===== config.mk =====
export PLATFORM = sky130hd
export DESIGN_NAME = fir_result_reader
export DESIGN_NICKNAME = d
export VERILOG_FILES = /design/src/rtl/fir_pkg.sv /design/src/rtl/fir_entry_mux.sv /design/src/rtl/fir_result_reader.sv
export SDC_FILE = /design/constraint.sdc
export NUM_CORES = 1
export LEC_CHECK = 0
export ABC_AREA = 0
export ABC_CLOCK_PERIOD_IN_PS = 4200
export CORE_MARGIN = 4
export CORE_UTILIZATION = 50
export DETAILED_ROUTE_END_ITERATION = 10
export GPL_TIMING_DRIVEN = 0
export HOLD_SLACK_MARGIN = 0.15
export PLACE_DENSITY_LB_ADDON = 0.05
export SLEW_MARGIN = 10
export SYNTH_ARGS = -nofsm -noshare
export SYNTH_HDL_FRONTEND = slang
export SYNTH_SLANG_ARGS = --single-unit

===== constraint.sdc =====
create_clock -name clk -period 4.2 [get_ports clk]
set_input_delay 1.05 -clock clk [delete_from_list [all_inputs] [get_ports clk]]
set_output_delay 1.05 -clock clk [all_outputs]
set_load 0.005 [all_outputs]

===== src/rtl/fir_pkg.sv =====
// Shared FIR constants, reader state type and flat-bus slice helper.
package fir_pkg;
  localparam int FIR_DATA_W = 8;
  localparam int FIR_DEPTH  = 5;

  typedef enum logic {IDLE = 1'b0, SEND = 1'b1} rd_state_e;

  function automatic logic [FIR_DATA_W-1:0] fir_entry(
    input logic [FIR_DATA_W*FIR_DEPTH-1:0] flat,
    input int                              k
  );
    return flat[k*FIR_DATA_W +: FIR_DATA_W];
  endfunction
endpackage


===== src/rtl/fir_entry_mux.sv =====
// Combinational selector: entry idx_i of a flat DATA_W*DEPTH bus.
module fir_entry_mux #(
  parameter int DATA_W = 8,
  parameter int DEPTH  = 5,
  parameter int IDX_W  = 3
) (
  input  logic [DATA_W*DEPTH-1:0] flat_i,
  input  logic [IDX_W-1:0]        idx_i,
  output logic [DATA_W-1:0]       data_o
);
  logic [DEPTH-1:0][DATA_W-1:0] ent;
  assign ent = flat_i;

  // Out-of-range index reads as zero.
  always_comb begin
    data_o = '0;
    for (int k = 0; k < DEPTH; k++)
      if (idx_i == IDX_W'(k)) data_o = ent[k];
  end
endmodule


===== src/rtl/fir_result_reader.sv =====
// Snapshots the flat result memory on start and streams entries out over
// valid/ready, accumulating a wrapping sum and pulsing done after the last.
module fir_result_reader #(
  parameter int DATA_W = fir_pkg::FIR_DATA_W,
  parameter int DEPTH  = fir_pkg::FIR_DEPTH,
  parameter int IDX_W  = 3
) (
  input  logic                    clk,
  input  logic                    rst_n,
  input  logic [DATA_W*DEPTH-1:0] i_mem_flat,
  input  logic                    i_start,
  input  logic                    i_abort,
  input  logic                    i_ready,
  output logic                    o_valid,
  output logic [DATA_W-1:0]       o_data,
  output logic [IDX_W-1:0]        o_index,
  output logic                    o_last,
  output logic                    o_busy,
  output logic                    o_done,
  output logic [DATA_W-1:0]       o_sum
);
  import fir_pkg::*;

  rd_state_e               state_q, state_d;
  logic [DATA_W*DEPTH-1:0] snap_q, snap_d;
  logic [IDX_W-1:0]        idx_q, idx_d;
  logic [DATA_W-1:0]       sum_q, sum_d;
  logic                    done_q, done_d;
  logic [DATA_W-1:0]       ent;
  logic                    sending, at_last;

  fir_entry_mux #(.DATA_W(DATA_W), .DEPTH(DEPTH), .IDX_W(IDX_W)) u_mux (
    .flat_i (snap_q),
    .idx_i  (idx_q),
    .data_o (ent)
  );

  assign sending = (state_q == SEND);
  assign at_last = (idx_q == IDX_W'(DEPTH-1));

  always_ff @(posedge clk or negedge rst_n) begin
    if (!rst_n) begin
      state_q <= IDLE;
      snap_q  <= '0;
      idx_q   <= '0;
      sum_q   <= '0;
      done_q  <= 1'b0;
    end else begin
      state_q <= state_d;
      snap_q  <= snap_d;
      idx_q   <= idx_d;
      sum_q   <= sum_d;
      done_q  <= done_d;
    end
  end

  always_comb begin
    state_d = state_q;
    snap_d  = snap_q;
    idx_d   = idx_q;
    sum_d   = sum_q;
    done_d  = 1'b0;
    case (state_q)
      IDLE: begin
        if (i_start && !i_abort) begin
          snap_d  = i_mem_flat;
          idx_d   = '0;
          sum_d   = '0;
          state_d = SEND;
        end
      end
      SEND: begin
        // A handshake coinciding with abort was accepted downstream, so it still counts.
        if (i_ready) begin
          sum_d = sum_q + ent;
          idx_d = idx_q + IDX_W'(1);
        end
        if (i_abort) begin
          state_d = IDLE;
        end else if (i_ready && at_last) begin
          state_d = IDLE;
          done_d  = 1'b1;
        end
      end
      default: state_d = IDLE;
    endcase
  end

  assign o_valid = sending;
  assign o_busy  = sending;
  assign o_data  = sending ? ent : '0;
  assign o_index = sending ? idx_q : '0;
  assign o_last  = sending && at_last;
  assign o_done  = done_q;
  assign o_sum   = sum_q;
endmodule


==> results of run 1 <==
-- area by class of cell --
cell class              count  area, um2
plain buffers              20      98.84
repair buffers             68      685.7
clock buffers               6      72.57
inverters                  11      41.29
clock inverters             2      13.76
well taps                  72      90.09
fillers                   512       1810
multi-input cells         265       1435
flip-flops and latches     53       1326
-- metrics by stage --
stage               instance area, um2  power (mW)  hold slack (ns)  std cells  util (%)
floorplan                         2902       1.142           0.4369        349         -
global placement                  3662       1.396           0.4485        488     65.70
detailed placement                3677       1.420           0.4579        489     65.97
CTS                               3764       1.709           0.4819        497     67.52
global route                      3764       1.835           0.5055        497     67.52
finish                            3764       1.698           0.4838        497     67.52
-- layer usage --
layer  wire length [um]  vias to the layer above  GRT usage, %
met5                  0                        -             0
met4                123                        0         6.287
met3                388                       11         3.827
met2               3411                       65         35.44
met1               3100                     1232         27.40
li1                   -                     1306             -
-- synthesized netlist by cell type (all sizes together), types with 7 or more instances --
cell,instances
nand2,144
dfrtp,53
o21ai,15
a21oi,13
and2,12
ha,12
inv,11
buf,10
clkbuf,10
nand3,10
a221o,7
nand2b,7
nor2,7
o211ai,7
-- worst max-delay path, delay by kind of cell (launching register included) --
family	cells	cell delay, ns
AND/OR/NAND/NOR	2	0.27
buffers and inverters	4	0.99
adder cells (fa/ha/maj)	1	0.24
AO/OA/AOI/OAI	1	0.68
flip-flops	1	0.48
-- flip-flops by register name, summed over array words and instances (netlist names) --
| signal | cells |
|---|---|
| snap_q | 40 |
| o_sum | 8 |
| idx_q | 3 |
| o_busy | 1 |
| o_done | 1 |
-- how the worst max path moves through the flow --
stage,start,endpoint,slack [ns],depth (start not counted)
2_1_floorplan,idx_q[2],o_sum[7],1.24,14
3_3_place_gp,rst_n,snap_q[36],0.46,1
3_5_place_dp,idx_q[2],o_data[1],0.56,8
4_1_cts,idx_q[2],o_data[1],0.21,8
5_1_grt,idx_q[0],o_data[1],0.03,10
6_report,idx_q[2],o_data[1],0.19,8
-- power by group --
group | leakage [nW] | internal [mW] | switching (mW)
sequential | 0.669 | 0.608 | 0.0790
clock | 0.0456 | 0.119 | 0.171
combinational | 1.04 | 0.366 | 0.355
total | 1.75 | 1.09 | 0.605
-- logic make-up (layout without fill, tap and decap cells) --
| family | count (synthesis) | count (layout) | share of synthesized area [%] |
|---|---|---|---|
| buffers and inverters | 31 | 107 | 4.830 |
| xor gates and xnor gates | 3 | 3 | 0.9057 |
| DFF | 53 | 53 | 45.71 |
| AOI/OAI and AO/OA | 57 | 57 | 14.32 |
| and+or+nand+nor | 192 | 192 | 28.37 |
| adders and majority gates | 13 | 13 | 5.864 |
==> impl_results.md, run 1 <==
- #FFs+latches synth: 53
- Final RePlAce weighted congestion: around 0.8
- Slew headroom: 49.84%
- Final net count: between 400 and 500
- Prevailing post-synth register cell: dfrtp_1
- WS Path Type: flip-flop to output port
- Ys async rst share: between 90% and 100%
- Mapped Cells: 349
- Count of pins over their slew limit: 0
- Max Cap Violations: 0
- Max Root-Sink Buffers: 2
- CTS root buffer: clkbuf_8
- Initial Util: around 52%
- IO Pins: 68
- Hold Crit Start: snap_q[10]
- Synth top area share: 45.71%
- Full die area: 0.007085 mm2
- CTS Buf Count: 5
- Residual DRC: 0
- Vias per cell: 5.260
- Reg2Reg Capture Point: o_sum[7]
- Initial antenna violation count: 0
- Die X: 84.18 um
- Min Tclk post-route: between 4 and 5 ns
- Largest net degree at the start of global routing: 38
- CP endpoint kind: output port
- Most frequent cells in the layout: 144 x nand2_1, 66 x clkdlybuf4s50_1, 53 x dfrtp_1
- HP Class: flip-flop to flip-flop
- Port bufs: 67
- Crit path max-delay cell type: a222oi_1
- Overflow after GRT: 0
- Hold Path Stages: 2
- Drt total wl: 7023 um
- Skew-Pair Late Insertion Delay: 0.31 ns
- Die Ht: about 84 um
- PostCTS Resize Cnt: 0
- Least-Margin Pin Slew: 0.7525 ns
- CP peak stage delay: 0.68 ns
- Vias in the first global route: 2600
- Power Density: 451.2 mW/mm2
- Synthesis-to-finish area growth: 29.71%
- Distinct cells, synth: 42
- 1st-iter DRT viols: 130
- ANT cells: 0
- Dpl ws: ~0.56 ns
- Post-synthesis net count: 407
- Core Area: 0.005574 mm2
- Clk_skew: 0.005877 ns
- First-pass GRT wire length: 12160 um
- Fmax: 249.3 MHz
- RR Startpoint: idx_q[2]
- Share of cells above drive strength 1: a little over 6%
- Reg2Reg Setup Slack: 0.62 ns
- Worst R2R Path Depth: 14
- # setup viols final: 0
- ANT nets after route: 0
- Worst Path Arrival: about 3.0 ns
- Avg Inst Size Synth: around 8.3 um2
- Endpoint, Worst Hold: snap_q[10]
- Most common cell after layout, fill and taps aside: nand2_1
- Drt pass-1 iters: 4
- Final hold vios: 0
- Hold Buf Count CTS: 0
- RSZ-0062 raised after global routing: false
- Warnings, synthesis: 0
- FP Rows: 27
- Post-synth EDFFs: 0
- Crit start category: flip-flop
- Vias post-DR: 2614
- Reg clk slew, reported paths: 0.10 ns
- CP Cell Sequence: buf_2 > inv_1 > ha_1 > inv_2 > nor2_1 > a222oi_1 > nor2b_1 > clkdlybuf4s50_1
- Syn Std Cell Area: 0.002902 mm2
- Leakage: roughly 1.8 nW
- Required time worst endpoint: 3.15 ns
- Final worst path period share: 95.49%
- # Post-CTS Setup Buffers: 0
- CTS tree: done
- WL per Instance: 14.13 um
- Synth area leaders: dfrtp_1 46%, nand2_1 19%, ha_1 5.2%
- H-tree levels: 2
- Fin Setup TNS: 0 ns
- Detailed Place HPWL: 5482 um
- Cell taking the most area after synthesis: dfrtp_1
- Final WS setup: 0.1895 ns
- Crit path max fanout: 10
- VDD IR max: 0.0002538 V
- Status: finished clean
- GRT Resource Usage Total: 20.95%
- Fraction of the yosys area taken by sequential cells: 45.71%
- CTS sink count: 53
Note: power is estimated with default switching activity, not from simulation.
==> run 2, diff against run 1 <==
Settings changed: CORE_MARGIN 4 to 1.5.
==> impl_results.md, run 2 (synthesis results as in run 1) <==
- Status: finished clean (unchanged)
- CTS root buffer: clkbuf_8 (unchanged)
- Fin Setup TNS: 0 ns (unchanged)
- Clk_skew: 0.003945 ns (was 0.005877 ns)
- Core Area: 0.005540 mm2 (was 0.005574 mm2)
- Power Density: 469.9 mW/mm2 (was 451.2 mW/mm2)
- Vias post-DR: 2648 (was 2614)
- Die Ht: 79.18 um (was 84.18 um)
- Endpoint, Worst Hold: snap_q[14] (was snap_q[10])
- Max Root-Sink Buffers: 2 (unchanged)
- Detailed Place HPWL: 5445 um (was 5482 um)
- Crit path max fanout: 10 (unchanged)
- Min Tclk post-route: 3.904 ns (was 4.010 ns)
- Vias per cell: 5.328 (was 5.260)
- Worst setup path start: idx_q[2] (unchanged)
- Largest net degree at the start of global routing: 36 (was 38)
- Overflow after GRT: 0 (unchanged)
- FP Rows: 27 (unchanged)
- Synthesis-to-finish area growth: 30.75% (was 29.71%)
- CTS sink count: 53 (unchanged)
- Final net count: 482 (unchanged)
- Residual DRC: 0 (unchanged)
- Most common cell after layout, fill and taps aside: nand2_1 (unchanged)
- ANT nets after route: 0 (unchanged)
- PostCTS Resize Cnt: 0 (unchanged)
- 1st-iter DRT viols: 157 (was 130)
- Leakage: 1.766 nW (was 1.753 nW)
- Fillers: 480 (was 512)
- Layout Utilization: 68.47% (was 67.52%)
- Least-Margin Pin Slew: 0.6520 ns (was 0.7525 ns)
- Initial antenna violation count: 0 (unchanged)
- # setup viols final: 0 (unchanged)
- IO Pins: 68 (unchanged)
- Largest register FFs: 40 (unchanged)
- Hold Buf Count CTS: 0 (unchanged)
- Final hold vios: 0 (unchanged)
- Crit start category: flip-flop (unchanged)
- WL per Instance: 14.68 um (was 14.13 um)
- Reg with most FFs: snap_q (unchanged)
- Min Hold Slack: 0.4815 ns (was 0.4838 ns)
- Slew headroom: 56.54% (was 49.84%)
- Worst Path Arrival: 2.85 ns (was 2.96 ns)
- Vias in the first global route: 2549 (was 2600)
- # Post-CTS Setup Buffers: 0 (unchanged)
- Required time worst endpoint: 3.15 ns (about the same)
- RSZ-0062 raised after global routing: false (unchanged)
- Post-Place Cell Area: 0.003677 mm2 (unchanged)
- Reg2Reg Setup Slack: 0.66 ns (was 0.62 ns)
- H-tree levels: 2 (unchanged)
- HP Class: flip-flop to flip-flop (unchanged)
- Drt pass-1 iters: 4 (unchanged)
- Hold Crit Start: snap_q[14] (was snap_q[10])
- Worst R2R Path Depth: 14 (unchanged)
- Port bufs: 67 (unchanged)
- CTS tree: done (unchanged)
- CTS Buf Count: 5 (unchanged)
- Reg clk slew, reported paths: 0.10 ns (about the same)
- Drt total wl: 7294 um (was 7023 um)
- Final Instance Area: 0.003794 mm2 (was 0.003764 mm2)
- Max Cap Violations: 0 (unchanged)
- WS Path Type: flip-flop to output port (unchanged)
- Final worst path period share: 92.96% (was 95.49%)
- VDD IR max: 0.0002160 V (was 0.0002538 V)
- Count of pins over their slew limit: 0 (unchanged)
- Hold Path Stages: 2 (unchanged)
- Final RePlAce weighted congestion: 0.9187 (was 0.8139)
- Skew-Pair Late Insertion Delay: 0.31 ns (about the same)
- ANT cells: 0 (unchanged)
- Die X: 79.18 um (was 84.18 um)
- RR Startpoint: idx_q[2] (unchanged)
- Most frequent cells in the layout: 144 x nand2_1, 66 x clkdlybuf4s50_1, 53 x dfrtp_1 (unchanged)
- Fmax: 256.1 MHz (was 249.3 MHz)
- CP endpoint kind: output port (unchanged)
- Full die area: 0.006269 mm2 (was 0.007085 mm2)
- Initial Util: 52.37% (was 52.05%)
- Reg2Reg Capture Point: o_sum[7] (unchanged)
- First-pass GRT wire length: 11990 um (was 12160 um)
- GRT Resource Usage Total: 25.10% (was 20.95%)
- Share of cells above drive strength 1: 6.118% (unchanged)
run 2: cell types whose count changed in the layout (fill, tap and decap cells not counted):
cell and delta:
clkbuf_8 +1, inv_6 -1, bufinv_16 +1, clkinv_2 -1
run 2: worst max-delay path by stage:
stage / to / cells after the start
2_1_floorplan: o_sum[7] / 14
3_3_place_gp: snap_q[5] / 1
3_5_place_dp: o_data[1] / 8
4_1_cts: o_data[1] / 8
5_1_grt: o_data[1] / 8
6_report: o_data[1] / 8
run 2: worst max-delay path, cell delays in order (launching register included):
cell and delay [ns]:
dfrtp_1 0.47, buf_2 0.27, inv_1 0.09, ha_1 0.25
inv_2 0.17, nor2_1 0.16, a222oi_1 0.56, nor2b_1 0.09
clkdlybuf4s50_1 0.46
run 2: through the flow:
stage | std cells | worst slack [ns] | power (mW)
floorplan | 349 | 1.237 | 1.142
global placement | 488 | 0.4223 | 1.397
detailed placement | 489 | 0.6578 | 1.422
CTS | 497 | 0.2951 | 1.793
global route | 497 | 0.03042 | 1.905
finish | 497 | 0.2957 | 1.783
run 2: per-layer routing:
| metal | track usage [%] | wire [um] |
|---|---|---|
| met3 | 3.793 | 302 |
| met2 | 42.65 | 3557 |
| met4 | 10.53 | 178 |
| met5 | 0 | 0 |
| met1 | 31.82 | 3255 |
run 2: report_power, final:
part | switching (mW) | internal, mW
Combinational | 0.361 | 0.368
Sequential | 0.0784 | 0.608
Clock | 0.172 | 0.195
Total | 0.612 | 1.17
run 2: cell type report:
cell class	instances	area, um2	share of cell area (%)
clock inverters	1	30.03	0.7916
repair buffers	68	685.7	18.07
flip-flops and latches	53	1326	34.96
well taps	72	90.09	2.375
inverters	11	41.29	1.088
multi-input cells	265	1435	37.83
plain buffers	20	98.84	2.606
clock buffers	7	86.33	2.276
